### src/rtl/morse_pkg.sv
// Shared definitions for the Morse texter: FSM state encoding and default timing thresholds.
// texter_control imports the same threshold defaults so both blocks agree on symbol timing.
package morse_pkg;

  typedef enum logic [1:0] {
    IDLE  = 2'd0,
    PRESS = 2'd1,
    GAP   = 2'd2,
    STUCK = 2'd3
  } state_t;

  localparam int CNT_W_DEF     = 8;
  localparam int DEBOUNCE_DEF  = 4;
  localparam int DASH_MIN_DEF  = 30;
  localparam int CHAR_GAP_DEF  = 30;
  localparam int WORD_GAP_DEF  = 70;
  localparam int STUCK_MAX_DEF = 200;

endpackage

### src/rtl/key_debounce.sv
// Key conditioning: a 2-flop synchronizer followed by a stable-cycle debouncer.
// key only follows the synchronized level after it has differed for DEBOUNCE cycles.
module key_debounce #(
  parameter int DEBOUNCE = 4
) (
  input  logic clk,
  input  logic rst_n,
  input  logic key_raw,
  output logic key,
  output logic key_sync,
  output logic sync_valid
);

  localparam int DB_W = $clog2(DEBOUNCE + 1);

  logic            sync_1;
  logic [1:0]      fill;
  logic [DB_W-1:0] stable_cnt;

  // fill marks when key_sync holds a real sample of key_raw rather than its reset value
  always_ff @(posedge clk or negedge rst_n) begin
    if (!rst_n) begin
      sync_1   <= 1'b0;
      key_sync <= 1'b0;
      fill     <= 2'b00;
    end else begin
      sync_1   <= key_raw;
      key_sync <= sync_1;
      fill     <= {fill[0], 1'b1};
    end
  end

  assign sync_valid = fill[1];

  always_ff @(posedge clk or negedge rst_n) begin
    if (!rst_n) begin
      key        <= 1'b0;
      stable_cnt <= '0;
    end else if (key_sync == key) begin
      stable_cnt <= '0;
    end else if (stable_cnt == DB_W'(DEBOUNCE - 1)) begin
      key        <= key_sync;
      stable_cnt <= '0;
    end else begin
      stable_cnt <= stable_cnt + DB_W'(1);
    end
  end

endmodule

### src/rtl/morse_key_timer.sv
// Morse key timing front end: measures press and gap durations with one shared
// saturating counter and emits registered one-cycle symbol, gap and stuck-key pulses.
//
//   state | meaning
//   IDLE  | key released, no gap being timed; cnt held at 0
//   PRESS | key down, cnt counts press length
//   GAP   | key up after a symbol, cnt counts gap length
//   STUCK | press exceeded STUCK_MAX, waiting for release
module morse_key_timer
  import morse_pkg::*;
#(
  parameter int CNT_W     = CNT_W_DEF,
  parameter int DEBOUNCE  = DEBOUNCE_DEF,
  parameter int DASH_MIN  = DASH_MIN_DEF,
  parameter int CHAR_GAP  = CHAR_GAP_DEF,
  parameter int WORD_GAP  = WORD_GAP_DEF,
  parameter int STUCK_MAX = STUCK_MAX_DEF
) (
  input  logic clk,
  input  logic rst_n,
  input  logic key_raw,
  input  logic tm_reset,
  output logic key,
  output logic sym_valid,
  output logic sym_dash,
  output logic char_end,
  output logic word_end,
  output logic stuck_err
);

  localparam logic [CNT_W-1:0] CNT_MAX = '1;
  localparam logic [CNT_W-1:0] DASH_C  = CNT_W'(DASH_MIN);
  localparam logic [CNT_W-1:0] CHAR_C  = CNT_W'(CHAR_GAP);
  localparam logic [CNT_W-1:0] WORD_C  = CNT_W'(WORD_GAP);
  localparam logic [CNT_W-1:0] STUCK_C = CNT_W'(STUCK_MAX);

  logic             key_sync;
  logic             sync_valid;
  logic             key_d;
  logic             armed;
  logic             key_rise;
  logic             key_fall;
  state_t           state, state_nxt;
  logic [CNT_W-1:0] cnt, cnt_nxt, cnt_inc;
  logic             char_sent, char_sent_nxt;
  logic             sym_valid_nxt, sym_dash_nxt;
  logic             char_end_nxt, word_end_nxt, stuck_err_nxt;

  key_debounce #(
    .DEBOUNCE (DEBOUNCE)
  ) u_key_debounce (
    .clk        (clk),
    .rst_n      (rst_n),
    .key_raw    (key_raw),
    .key        (key),
    .key_sync   (key_sync),
    .sync_valid (sync_valid)
  );

  assign key_rise = key & ~key_d;
  assign key_fall = ~key & key_d;
  assign cnt_inc  = (cnt == CNT_MAX) ? cnt : cnt + CNT_W'(1);

  // A key already held through reset must be seen released before a press is accepted
  always_ff @(posedge clk or negedge rst_n) begin
    if (!rst_n) begin
      key_d <= 1'b0;
      armed <= 1'b0;
    end else begin
      key_d <= key;
      armed <= armed | (sync_valid & ~key_sync & ~key);
    end
  end

  always_ff @(posedge clk or negedge rst_n) begin
    if (!rst_n) begin
      state     <= IDLE;
      cnt       <= '0;
      char_sent <= 1'b0;
    end else begin
      state     <= state_nxt;
      cnt       <= cnt_nxt;
      char_sent <= char_sent_nxt;
    end
  end

  always_comb begin
    state_nxt     = state;
    cnt_nxt       = cnt;
    char_sent_nxt = char_sent;
    sym_valid_nxt = 1'b0;
    sym_dash_nxt  = 1'b0;
    char_end_nxt  = 1'b0;
    word_end_nxt  = 1'b0;
    stuck_err_nxt = 1'b0;

    unique case (state)
      IDLE: begin
        cnt_nxt = '0;
        if (key_rise && armed) state_nxt = PRESS;
      end
      PRESS: begin
        cnt_nxt = cnt_inc;
        if (key_fall) begin
          sym_valid_nxt = 1'b1;
          sym_dash_nxt  = (cnt >= DASH_C);
          state_nxt     = GAP;
        end else if (cnt == STUCK_C && !tm_reset) begin
          stuck_err_nxt = 1'b1;
          state_nxt     = STUCK;
        end
      end
      GAP: begin
        cnt_nxt = cnt_inc;
        if (key_rise) begin
          state_nxt = PRESS;
        end else if (!tm_reset) begin
          if (cnt == WORD_C) begin
            word_end_nxt = 1'b1;
            state_nxt    = IDLE;
          end else if (cnt == CHAR_C && !char_sent) begin
            char_end_nxt  = 1'b1;
            char_sent_nxt = 1'b1;
          end
        end
      end
      STUCK: begin
        cnt_nxt = '0;
        if (key_fall) state_nxt = IDLE;
      end
      default: begin
        state_nxt = IDLE;
        cnt_nxt   = '0;
      end
    endcase

    if (state_nxt != state) begin
      cnt_nxt       = '0;
      char_sent_nxt = 1'b0;
    end
    if (tm_reset) cnt_nxt = '0;
  end

  always_ff @(posedge clk or negedge rst_n) begin
    if (!rst_n) begin
      sym_valid <= 1'b0;
      sym_dash  <= 1'b0;
      char_end  <= 1'b0;
      word_end  <= 1'b0;
      stuck_err <= 1'b0;
    end else begin
      sym_valid <= sym_valid_nxt;
      sym_dash  <= sym_dash_nxt;
      char_end  <= char_end_nxt;
      word_end  <= word_end_nxt;
      stuck_err <= stuck_err_nxt;
    end
  end

endmodule

### config.mk
export PLATFORM = sky130hd
export DESIGN_NAME = morse_key_timer
export DESIGN_NICKNAME = d
export VERILOG_FILES = /design/src/rtl/morse_pkg.sv /design/src/rtl/key_debounce.sv /design/src/rtl/morse_key_timer.sv
export SDC_FILE = /design/constraint.sdc
export NUM_CORES = 1
export LEC_CHECK = 0
export ABC_AREA = 1
export CORE_UTILIZATION = 45
export CTS_BUF_LIST = sky130_fd_sc_hd__clkbuf_4 sky130_fd_sc_hd__clkbuf_8 sky130_fd_sc_hd__clkbuf_16
export DETAILED_ROUTE_END_ITERATION = 7
export GPL_ROUTABILITY_DRIVEN = 0
export PLACE_DENSITY_LB_ADDON = 0.08
export SYNTH_ARGS = -nofsm -noshare
export SYNTH_HDL_FRONTEND = slang
export SYNTH_SLANG_ARGS = --single-unit
### constraint.sdc
create_clock -name clk -period 3.4 [get_ports clk]
set_input_delay 0.51 -clock clk [delete_from_list [all_inputs] [get_ports clk]]
set_output_delay 0.51 -clock clk [all_outputs]
set_load 0.005 [all_outputs]
Word level (Yosys, flattened, before mapping)

Cells that the tools add are included.
W data, S select, Z words.

Register bits: 26
Input bits: 4
Logic and storage cells: 89

Mux-type cells: 36
Equal/unequal tests: 14
Reduce and logical (&&, ||, !) cells: 12
$lt $le $gt $ge: 1
Bitwise gates (word level): 9
Add/sub/neg operators: 2

Operators by type and width:

| operator              | count |
|---|---|
| $mux W8               | 3 |
| $mux W1               | 22 |
| $eq A8 B8 Y1 const B  | 2 |
| $pmux W8 S2           | 1 |
| $mux W2               | 7 |
| $add A8 B1 Y8 const B | 1 |
| $eq A8 B5 Y1 const B  | 1 |
| $eq A8 B7 Y1 const B  | 1 |
| $ge A8 B5 Y1 const B  | 1 |
| $pmux W2 S4           | 1 |
| $mux W3               | 2 |
| $ne A2 B1 Y1 const B  | 3 |
| $reduce_and A5 Y1     | 1 |
| $and A1 B1 Y1         | 4 |
| $eq A2 B2 Y1 const B  | 2 |
| $ne A4 B3 Y1 const B  | 1 |
| $not A1 Y1            | 4 |
| $reduce_bool A2 Y1    | 2 |
| $reduce_or A2 Y1      | 2 |
| $add A3 B1 Y3 const B | 1 |
| $eq A3 B2 Y1 const B  | 1 |
| $logic_and A1 B1 Y1   | 3 |
| $eq A2 B1 Y1 const B  | 1 |
| $logic_not A1 Y1      | 2 |
| other kinds (5)       | 5 |

Depth between registers and ports, before layout

Gate-level depths: netlist (run 1).

Depth in word-level cells: 8
Depth in mapped cells: 13
Depth with buffers taken out: 13

By module

Synthesis (run 1) repeated with hierarchy kept, for this count alone.

Cells, all modules: 172
Area, all modules: 1442.6 sq um

By module, submodules not included:

| module          | instances | cells an instance | area an instance (sq um) | sequential area each (sq um) |
|---|---|---|---|---|
| morse_key_timer | 1         | 144               | 1152.4                   | 450.4 |
| key_debounce    | 1         | 28                | 290.3                    | 200.2 |

Worst setup path before layout (run 1)

Ideal clock, no wire load.

Path type: flip-flop to flip-flop
From: reg state[1]
To: reg char_sent
Cell stages (with the launch flop): 13
Library setup time: 0.072 ns
Required time: 3.328 ns
Arrival time: 1.473 ns
Clock period less this slack: 1.545 ns
Setup slack: 1.855 ns
Cells stage by stage: dfrtp_1 inv_1 ha_1 inv_1 nor2_2 nand3_1 nand2_1 nand2_2 nand3_2 nand2_2 nand2_2 nand3_4 nor2_2

Longest elaborated chain between the ends: 7
Elaborated cells on any way between the ends: 20
Those cells by class: eq/ne: 7; mux: 9; reduce/logical: 4

Ends and longest elaborated chain:

| what                                                                       | RTL line               | source |
|---|---|---|
| start: declaration                                                         | morse_key_timer.sv:43  | `state_t state, state_nxt;` |
| start signal: assignment                                                   | morse_key_timer.sv:81  | `state <= state_nxt;` |
| $mux W2                                                                    | morse_key_timer.sv:118 | `if (cnt == WORD_C) begin` |
| $mux W2                                                                    | morse_key_timer.sv:117 | `end else if (!tm_reset) begin` |
| $mux W2                                                                    | morse_key_timer.sv:115 | `if (key_rise) begin` |
| $pmux W2 S4                                                                | morse_key_timer.sv:97  | `unique case (state)` |
| $ne A2 B2 Y1                                                               | morse_key_timer.sv:137 | `if (state_nxt != state) begin` |
| $ne A2 B1 Y1 (no source line) / $reduce_bool A2 Y1 (equally long branches) | n/a                    |  |
| $reduce_and A5 Y1 (no source line)                                         | n/a                    |  |
| end signal: assignment                                                     | morse_key_timer.sv:83  | `char_sent <= char_sent_nxt;` |
| end: declaration                                                           | morse_key_timer.sv:45  | `logic char_sent, char_sent_nxt;` |

Parallel ways exist; a longest one is shown, timed or not.
A chain may end at the register's enable or synchronous reset.

Final worst setup path (run 1)

From: reg u_key_debounce.key
To: out key

RTL lines:

| what                     | RTL line              | source |
|---|---|---|
| start: declaration       | key_debounce.sv:9     | `output logic key,` |
| start signal: assignment | key_debounce.sv:42    | `key <= key_sync;` |
| end: declaration         | morse_key_timer.sv:23 | `output logic key,` |

No word-level cell between the ends.

==> results of run 1 <==
[sequential cells by signal, indices dropped and copies added (netlist names), 2 cells and up]
name / cells
u_key_debounce.stable_cnt: 3
state: 2
u_key_debounce.fill: 2
cnt: 8
[cell type report]
| cell class | count | area share |
|---|---|---|
| clock buffer | 3 | 0.01370 |
| clock inverter | 1 | 0.01826 |
| inverter | 35 | 0.07991 |
| multi-input combinational | 110 | 0.3995 |
| timing repair buffer | 10 | 0.05936 |
| sequential | 26 | 0.3957 |
| tap | 44 | 0.03349 |
[routing by layer]
metal | share of wire | track usage | vias to the layer above
met5 | 0 | 0 | -
met4 | 0.014 | 0.08163 | 0
met3 | 0.024 | 0.02637 | 4
met2 | 0.48 | 0.3021 | 12
met1 | 0.48 | 0.2130 | 518
li1 | - | - | 558
[logic make-up (layout without fill, tap and decap cells)]
family / count (synthesis) / after routing / share of synthesized area
flops: 26 / 26 / 0.4522
simple gates: 80 / 80 / 0.3017
buf+inv: 35 / 49 / 0.09130
compound gates: 21 / 21 / 0.08261
other cells: 1 / 1 / 0.002606
fa+ha+maj: 8 / 8 / 0.06957
[power groups by stage]
stage / sequential (uW) / combinational (uW) / clock (uW)
global placement: 408 / 490 / 0
floorplan: 397 / 392 / 0
CTS: 403 / 503 / 219
detailed placement: 409 / 497 / 0
global route: 411 / 562 / 224
finish: 401 / 495 / 212
[cell usage after synthesis]
master / n
o211ai_1: 1
nor2_1: 11
a21oi_1: 7
a21boi_1: 1
inv_2: 4
o21ai_0: 5
a31oi_1: 3
nand2_2: 10
nor3_1: 5
nor2_2: 13
nand3_4: 1
conb_1: 1
dfrtp_1: 26
or2_2: 1
and2_1: 1
ha_1: 8
o21bai_1: 1
o21ai_1: 2
nor3b_1: 1
o21a_1: 1
nor2_4: 1
nand3_1: 7
nand3_2: 5
nand2_1: 24
inv_1: 31
[stage by stage]
step                      total power (uW)  utilization
after detailed placement             906.2       0.5213
final                                 1108       0.5385
after global placement               898.0       0.5213
after floorplan                      788.9            -
after CTS                             1125       0.5385
after global routing                  1198       0.5385
[worst max-delay path by stage]
stage | cells after the start | endpoint
after floorplan | 12 | char_sent
after global placement | 12 | cnt[4]
after detailed placement | 12 | cnt[2]
after CTS | 1 | key
after global routing | 12 | cnt[0]
final | 1 | key
[placed cells by master (no fill, tap or decap), drive strengths merged, types with 3 or more instances in the layout]
cell and n:
a21oi 7, a31oi 3, clkbuf 3, clkdlybuf4s50 9, dfrtp 26, ha 8, inv 35, nand2 34
nand3 13, nor2 25, nor3 5, o21ai 7
==> results.ini, run 1 <==
[global_routing]
antenna_found_initial = 0
grt_overflow = 0
track_usage = 0.1742
grt_pass1_vias = 1038
grt_pass1_wl_mm = 4.395
grt_max_degree = 27

[critical_path]
cp_max_fo = 9
reg2reg_depth = 12
r2r_slack_ps = 1560
r2r-start = state[1]
crit_path_start_kind = register
timing_worst_setup_path_type = register to output port
arrival_ps = 1400
r2r-end = cnt[2]
required_ps = 2890
crit_path_max_incr_delay_ps = 560
crit_slowest_cell = clkdlybuf4s50_1
crit_family = buffers and inverters
path_cells = clkdlybuf4s50_1
crit_start = u_key_debounce.key
crit_buf_inv = 1
critPathCaptureType = output port

[finish]
fin_area_um2 = 1644
stdcell_count = 229
post_route_cells_drive_above_1_share = 0.2162
seq_area_um2 = 650.6
diodes = 0
multi_input_area_um2 = 656.9
nets = 198
area_growth_pct = 14.26
fillers = 304

[detailed_routing]
drtIter0Drc = 32
ant_nets = 0
drc = 0
vias = 1092
wl_mm = 2.544
firstDrtPassIters = 5
via_per_inst = 4.769
wire_per_inst_um = 11.11

[logic_synthesis]
ys_seq_area_frac = 0.4522
synth_warnings = 0
yosys.area.top_type = dfrtp_1
ys_top_cells_by_area = dfrtp_1, inv_1, ha_1
yosysTopAreaCellShare = 0.4522
synth_fp_nets = 183
syn_area_per_cell_um2 = 8.415
synth_seq_cells = 26
yosysUniqueCellTypes = 25
netlist_instances = 171
synth_area_um2 = 1439

[clocking]
cts_sinks = 26
clk_latency_ps = 320
cts_made_buffers = 3
post_cts_buffers = 0
max-clock-path-buffers = 2
root_buffer = clkbuf_4
cts_tree = built
cts-resized-gates = 0
hold_buffers = 0
path_clk_slew_ps = 140
h-tree-depth = 1

[timing]
setup_viol = 0
min_period_ps = 1910
max_freq_mhz = 523.6
slew_violations = 0
fin_ws_ps = 1490
hold_viol = 0
fin_tns_setup_ps = 0
holdWs_ps = 367.5
fin_crit_sh = 0.5618
rsz0062_at_grt = false
fin_skew_ps = 3.885

[floorplanning]
dieArea_um2 = 3428
initial_utilization = 0.4713
die_w_um = 58.55
rows = 20
die_y_um = 58.55
ios = 10
core_area_um2 = 3053

[power_and_ir_drop]
p_sw_uw = 463.2
swShare = 0.4182
vdd_drop_max_mv = 0.2848
pwr-share-seq = 0.362
p_comb_frac = 0.446
internal-power_uw = 644.4
cellLeakagePower_uw = 0.0007697
p_per_area_nw_per_um2 = 673.7
clkPwrFrac = 0.191

[min_path]
min_path_cells = 0
holdPathEnd = u_key_debounce.key_sync
hp-class = register to register
hp-start = u_key_debounce.sync_1

[flow_run]
cap_violations = 0

[place]
place_area_um2 = 1592
dp_cells = 225
pre_cts_ws_ps = 1313
place_hpwl_mm = 1.977
io_buffer_count = 9

[run_status]
outcome = finished clean

No activity file was read; power rests on OpenSTA's default activity.
==> run 2: changes to the inputs <==
- clock period: 3.4 -> 1.6 ns (I/O delays scaled with it)
==> run 2 against run 1 <==
Against the previous run: the run now ends with setup timing left; via count is 12% higher; clock-buffer cell count stayed put; cell area is 29% higher; non-clock buffer count is 32 higher; global-route usage is 3.4 points higher; hold slack worse by 110 ps; worst setup slack worse by 1500 ps; die area stayed put; first-iteration DRC count is 22% higher; flip-flop and latch count stayed put.
==> results.ini, run 2 (same netlist as run 1, synthesis figures left out) <==
[finish]
top_register = cnt
layout_commonest_cell = buf_4
top_regs = cnt (8), u_key_debounce.stable_cnt (3)
diodes = 0
fin_area_um2 = 2121
area_growth_pct = 47.39
post_route_cells_drive_above_1_share = 0.4771
largest_reg_flops = 8
final_util = 0.6947
final_cell_mix = buf_4, dfrtp_1, inv_1
nets = 231
fillers = 254

[clocking]
cts_made_buffers = 3
hold_buffers = 0
path_clk_slew_ps = 150
h-tree-depth = 1
cts_sinks = 26
cts_tree = built
max-clock-path-buffers = 2
root_buffer = clkbuf_4
clk_latency_ps = 330

[global_routing]
grt_overflow = 0
track_usage = 0.2082
antenna_found_initial = 0
grt_pass1_vias = 1259
grt_pass1_wl_mm = 5.278
grt_max_degree = 27

[timing]
rsz0062_at_grt = true
max_freq_mhz = 603.5
holdWs_ps = 257.1
fin_ws_ps = -57.05
slew_violations = 0
min_period_ps = 1657
setup_viol = 9
hold_viol = 0
fin_skew_ps = 13.64
fin_crit_sh = 1.036

[critical_path]
cp.depth = 12
crit_path_max_incr_delay_ps = 480
reg2reg_depth = 12
crit_slowest_cell = dfrtp_2
required_ps = 1830
r2r_slack_ps = -60
crit_family = simple AND/OR/NAND/NOR gates
path_cells = buf_6 > ha_4 > inv_4 > nor2_4 > o21ai_2 > inv_1 > nand2_2 > nand2_4 > nand2_4 > nand2_4 > nand3_4 > nor2_2
arrival_ps = 1880
crit_path_start_kind = register
r2r-end = cnt[3]
r2r-start = state[0]
worstSetupEndpoint = cnt[3]
path_common_cell = nand2_4
critPathCaptureType = register
timing_worst_setup_path_type = register to register
crit_buf_inv = 3
cp_max_fo = 5
crit_start = state[0]

[floorplanning]
core_area_um2 = 3053
die_w_um = 58.55
ios = 10
rows = 20
dieArea_um2 = 3428
die_y_um = 58.55
initial_utilization = 0.4713

[min_path]
hp-class = input port to asynchronous set/reset pin

[place]
place_area_um2 = 1742
place_hpwl_mm = 2.078
io_buffer_count = 9
pre_cts_ws_ps = -209.9

[power_and_ir_drop]
power_uw = 3443
cellLeakagePower_uw = 0.0009563
vdd_drop_max_mv = 0.7254
p_per_area_nw_per_um2 = 1623

[detailed_routing]
ant_nets = 0
firstDrtPassIters = 4
drc = 0
via_per_inst = 4.679
wl_mm = 3.091
wire_per_inst_um = 11.80
drtIter0Drc = 39
vias = 1226

[run_status]
violations = setup timing
outcome = finished, violations left

[flow_run]
cap_violations = 0

-- run 2: changes by cell type in the layout (fill, tap and decap cells not counted), moves of 3 or more --
| cell | change |
|---|---|
| buf_4 | +28 |
| inv_1 | -8 |
| nand2_1 | -7 |
| ha_1 | -6 |
| ha_4 | +6 |
| inv_2 | +6 |
| nor2_4 | +6 |
| nand2_4 | +5 |
| buf_6 | +4 |
| nor2_1 | -4 |
| nand3_4 | +3 |
-- run 2: cell type report --
| cell class | count | area [um2] | area share |
|---|---|---|---|
| Clock buffer | 3 | 22.52 | 0.01062 |
| Clock inverter | 1 | 30.03 | 0.01416 |
| Inverter | 35 | 136.4 | 0.06431 |
| Multi-Input combinational cell | 111 | 870.8 | 0.4106 |
| Sequential cell | 26 | 653.1 | 0.3080 |
| Tap cell | 44 | 55.05 | 0.02596 |
| Timing Repair Buffer | 42 | 352.8 | 0.1664 |
-- run 2: layer usage --
layer  GRT usage  routed length, um  vias to the layer above
met5           0                  0                        -
met4      0.1020                 76                        0
met3     0.03077                 74                       10
met2      0.3810               1619                       21
met1      0.2362               1320                      565
li1            -                  -                      630
-- run 2: stage by stage --
step           instances  setup TNS [ps]
5_1_grt              262           -1127
4_1_cts              259          -49.10
6_report             262          -257.3
2_1_floorplan        171               0
3_5_place_dp         245           -1833
3_3_place_gp         245           -1700
-- run 2: worst register-to-register path: cells and delay by family (launching register included) --
kind	cells	cell delay, ps
simple gates	7	540
flops	1	480
buf+inv	3	240
fa+ha+maj	1	150
compound gates	1	140
-- run 2: how the worst min path moves through the flow --
stage | end | slack [ps] | cells after the start
2_1_floorplan | armed | -60 | 0
3_3_place_gp | u_key_debounce.key_sync | 330 | 0
3_5_place_dp | u_key_debounce.fill[1] | 340 | 0
4_1_cts | word_end | 250 | 2
5_1_grt | u_key_debounce.stable_cnt[1] | 290 | 2
6_report | sym_dash | 260 | 2
-- run 2: timing repair --
action	in CTS	in global routing
setup endpoints to repair	10	11
resized for setup	22	36
cloned	1	0
buffers inserted	9	4
pin swaps	6	23
-- run 2: where the power goes --
part / internal (uW) / total (uW) / switching, uW
clock network: 253 / 455 / 202
logic: 987 / 2160 / 1170
registers: 754 / 826 / 71.8
==> patch 1: new RTL, settings of run 1 <==
`DEBOUNCE_DEF`: 4 -> 8.
--- a/src/rtl/morse_pkg.sv
+++ b/src/rtl/morse_pkg.sv
@@ -10,7 +10,7 @@
   } state_t;
 
   localparam int CNT_W_DEF     = 8;
-  localparam int DEBOUNCE_DEF  = 4;
+  localparam int DEBOUNCE_DEF  = 8;
   localparam int DASH_MIN_DEF  = 30;
   localparam int CHAR_GAP_DEF  = 30;
   localparam int WORD_GAP_DEF  = 70;
Function: changed (a bounded check fails within 10 cycles, from zero or initial values and one cycle with rst_n low).
==> patch 1 against run 1 <==
Sequential power up 4%; register-to-register slack improved by 0.03 ns; cell area down 1.7%; worst setup slack got worse by 0.0030 ns; sequential cell count is 1 higher; total power down 12%; synthesized area decreased by 0.43%; routed wire length is 4.0% lower; critical path type unchanged; highest routed layer unchanged.
==> patch 1: results (changes against run 1) <==
| Group | Metric | Value | Delta |
|---|---|---|---|
| final layout | Non-clock buffer share | 6.04% | +0.10 points |
| route | First-pass detailed-route iteration total | 4 | -1 |
| placed design | Instance area at placement | 0.00159 sq mm | -0.39% |
| synth | Synthesized area per cell | 8.05 sq um | -4.4% |
| final layout | Leading cell type in the layout, fill and taps excluded | nand2_1 |  |
| route | Wire length on met2 | 1140 um | -6.9% |
| final layout | Multi-input combinational area share | 38.7% | -1.3 points |
| final layout | Final #Nets | 205 | +3.5% |
| pwr | Proportion of power drawn by the clock network | 14.8% | -4.3 points |
| route | Drt first-iter violations | 47 | +47% |
| global routing | Maximum number of pins on one net before global-route repair | 28 | +3.7% |
| pwr | Power in sequential cells | 0.416 mW | +4% |
| placed design | Placed Cells | 232 | +3.1% |
| global routing | Met2 Usage GRT | 28.2% | -2.0 points |
| placed design | Half-perimeter wire length after detailed placement | 1910 um | -3.4% |
| route | Routed vias/inst | 4.80 | +0.59% |
| synth | Xor/xnor cell area share of the yosys netlist | 0.611% | +0.61 points |
| clocking | Total clock sinks | 27 | +3.8% |
| synth | Sequential-to-total area share from yosys stat | 47.2% | +1.9 points |
| final layout | Multi-input comb cells | 116 | +5.5% |
| final layout | Clock buf/inv share | 1.93% | -1.3 points |
| route | DRT Wirelength | 2440 um | -4.0% |
| worst setup path | Reg2reg end | char_sent$_DFFE_PN0P_ |  |
| synth | Top cells by count, synth | nand2_1 (35), inv_1 (33), dfrtp_1 (27), nor2_1 (23), nand3_1 (13) |  |
| synth | Adder-cell share of the synthesized area | 6.99% | +0.030 points |
| pwr | Total internal power | 0.567 mW | -12% |
| status | Status | complete, no violations |  |
| timing | Post-route clock skew | 0.0111 ns | +0.00720 ns |
| placed design | Pre-CTS worst setup slack | 1.35 ns | +0.0387 ns |
| route | Post-Route M1 WL | 1200 um | -2.6% |
| synth | Cell count after synthesis | 178 | +4.1% |
| final layout | Filler cells | 288 | -5.3% |
| global routing | Met1 demand-to-capacity share in global routing | 24.6% | +3.3 points |
| final layout | Non-filler cells in the finished layout | 236 | +3.1% |
| global routing | Wire length of the first global-routing pass | 4620 um | +5.2% |
| synth | Synthesized Nets | 190 | +3.8% |
| timing | Fraction of the cycle the final worst path needs | 56.3% | +0.090 points |
| final layout | Fraction of layout cells with a size suffix above 1 | 8.33% | -13 points |
==> patch 1: changes by cell type in the layout (fill, tap and decap cells not counted), sizes merged, moves of 2 or more <==
cell	before	now
a21oi	7	5
nand2	34	36
nand3	13	16
nand4	0	2
nor3	5	3
or2	1	3
==> patch 1: how the worst min path moves through the flow <==
stage | start | end | slack [ns]
2_1_floorplan | rst_n | armed$_DFF_PN0_ | 0.21
3_3_place_gp | u_key_debounce.sync_1$_DFF_PN0_ | u_key_debounce.key_sync$_DFF_PN0_ | 0.33
3_5_place_dp | u_key_debounce.sync_1$_DFF_PN0_ | u_key_debounce.key_sync$_DFF_PN0_ | 0.34
4_1_cts | u_key_debounce.sync_1$_DFF_PN0_ | u_key_debounce.key_sync$_DFF_PN0_ | 0.38
5_1_grt | u_key_debounce.fill[0]$_DFF_PN0_ | u_key_debounce.fill[1]$_DFF_PN0_ | 0.39
6_report | u_key_debounce.sync_1$_DFF_PN0_ | u_key_debounce.key_sync$_DFF_PN0_ | 0.37
==> patch 2: new RTL, flow settings as in run 1 <==
Made on the original files. Encoding of `state_t`: now one-hot (4 bits for 4 states).
--- a/src/rtl/morse_pkg.sv
+++ b/src/rtl/morse_pkg.sv
@@ -2,11 +2,11 @@
 // texter_control imports the same threshold defaults so both blocks agree on symbol timing.
 package morse_pkg;
 
-  typedef enum logic [1:0] {
-    IDLE  = 2'd0,
-    PRESS = 2'd1,
-    GAP   = 2'd2,
-    STUCK = 2'd3
+  typedef enum logic [3:0] {
+    IDLE  = 4'b0001,
+    PRESS = 4'b0010,
+    GAP   = 4'b0100,
+    STUCK = 4'b1000
   } state_t;
 
   localparam int CNT_W_DEF     = 8;
Formal check against the unedited RTL: no difference found for any inputs over 10 cycles, from zero or initial values and one cycle with rst_n low; not proved beyond that.
==> patch 2 against run 1 <==
Total power down 20%; register-to-register slack gained 0.02 ns; cell area grew 2.4%; clock power shrank 32%; worst setup slack better by 0.047 ns; non-clock buffer count did not move; global-route usage decreased by 0.15 points; utilization shrank 0.052 points; sequential cell count is 2 higher; synthesized area grew 5.1%; routed wire length grew 7.0%.
==> patch 2: results (changes against run 1) <==
| Group | Metric | Value | Delta |
|---|---|---|---|
| status | Status | complete, no violations |  |
| global routing | Wire length of the first global-routing pass | 4620 um | +5.0% |
| final layout | Final core utilization | 53.8% | about the same |
| route | Drt first-iter violations | 41 | +28% |
| route | DRT Wirelength | 2720 um | +7.0% |
| final layout | Largest registers | cnt (8), state (4), u_key_debounce.stable_cnt (3) |  |
| placed design | Instance area at placement | 0.00165 sq mm | +3.9% |
| clocking | Number of buffers inserted by hold repair at cts | 0 | unchanged |
| pwr | Reported clock group power | 0.145 mW | -32% |
| route | Routed vias/inst | 4.92 | +3.2% |
| synth | Count of unique library cells instantiated by Yosys | 31 | +24% |
| timing | Post-route clock skew | 0.0208 ns | +0.0169 ns |
| synth | Top area cells in the synthesized netlist | dfrtp_1 (45%), nand2_1 (9.9%), nor2_1 (9.7%) |  |
| placed design | Pre-CTS worst setup slack | 1.31 ns | +0.000780 ns |
| placed design | Placed Cells | 244 | +8.4% |
| pwr | Power in sequential cells | 0.412 mW | +3% |
| pwr | Reported combinational group power | 0.329 mW | -34% |
| placed design | Half-perimeter wire length after detailed placement | 2090 um | +5.8% |
| global routing | Vias in the first global route | 1107 | +6.6% |
| route | First-pass detailed-route iteration total | 4 | -1 |
| final layout | Fraction of layout cells with a size suffix above 1 | 8.82% | -13 points |
| synth | Top cells by count, synth | nand2_1 (40), nor2_1 (39), dfrtp_1 (27), inv_1 (26), nand3_1 (12) |  |
| worst setup path | Max FO, Critical Path | 8 | -1 |
| synth | Synthesized area per cell | 7.88 sq um | -6.4% |
| pwr | Total internal power | 0.545 mW | -15% |
| synth | Sequential-to-total area share from yosys stat | 46.4% | +1.2 points |
| synth | Synthesized Nets | 200 | +9.3% |
| global routing | Maximum number of pins on one net before global-route repair | 29 | +7.4% |
| final layout | Final #Nets | 213 | +7.6% |
| global routing | Total GRT Usage | 17.3% | -0.15 points |
| pwr | Worst IR drop on VDD | 0.274 mV | -3.9% |
| final layout | Filler cells | 294 | -3.3% |
| worst setup path | Critical path data arrival time | 1.35 ns | -0.05 ns |
| synth | Fraction of registers with async set/reset | 100% | unchanged |
## patch 2: kinds of logic (layout without fill, tap and decap cells)
logic type / after synthesis / after routing / synth area share (%)
buffers and inverters: 29 / 41 / 7.53
adders and majority gates: 4 / 4 / 3.31
muxes: 1 / 1 / 0.662
DFF: 28 / 28 / 46.4
xor gates and xnor gates: 1 / 1 / 0.579
and+or+nand+nor: 110 / 110 / 34.2
AOI/OAI and AO/OA: 18 / 18 / 7.03
other: 1 / 1 / 0.248
## patch 2: routing by layer
metal  share of wire [%]  vias to the layer above  global-route usage (%)
met5                   0                        -                       0
met4                 1.8                        0                    5.98
met3                 4.0                        4                    3.46
met2                  45                       30                    28.4
met1                  49                      553                    22.6
li1                    -                      633                       -
## patch 2: layout make-up
type,instances,share of cell area (%)
well taps,44,3.27
multi-input cells,135,41.4
inverters,27,6.02
repair buffers,10,5.80
flip-flops and latches,28,41.7
clock buffers,4,1.78
## patch 2: path summary, 6_finish.rpt
check / from / depth (start not counted) / slack (ns) / end
worst max-delay path: u_key_debounce.key$_DFFE_PN0P_ / 1 / 1.54 / key
max in group asynchronous: rst_n / 2 / 2.54 / state[0]$_DFF_PN1_
worst max register to register: cnt[1]$_DFFE_PN0P_ / 8 / 1.58 / cnt[1]$_DFFE_PN0P_
worst min-delay path: u_key_debounce.fill[0]$_DFF_PN0_ / 0 / 0.36 / u_key_debounce.fill[1]$_DFF_PN0_
worst min register to register: u_key_debounce.fill[0]$_DFF_PN0_ / 0 / 0.36 / u_key_debounce.fill[1]$_DFF_PN0_
min in group asynchronous: rst_n / 2 / 0.54 / state[2]$_DFF_PN0_
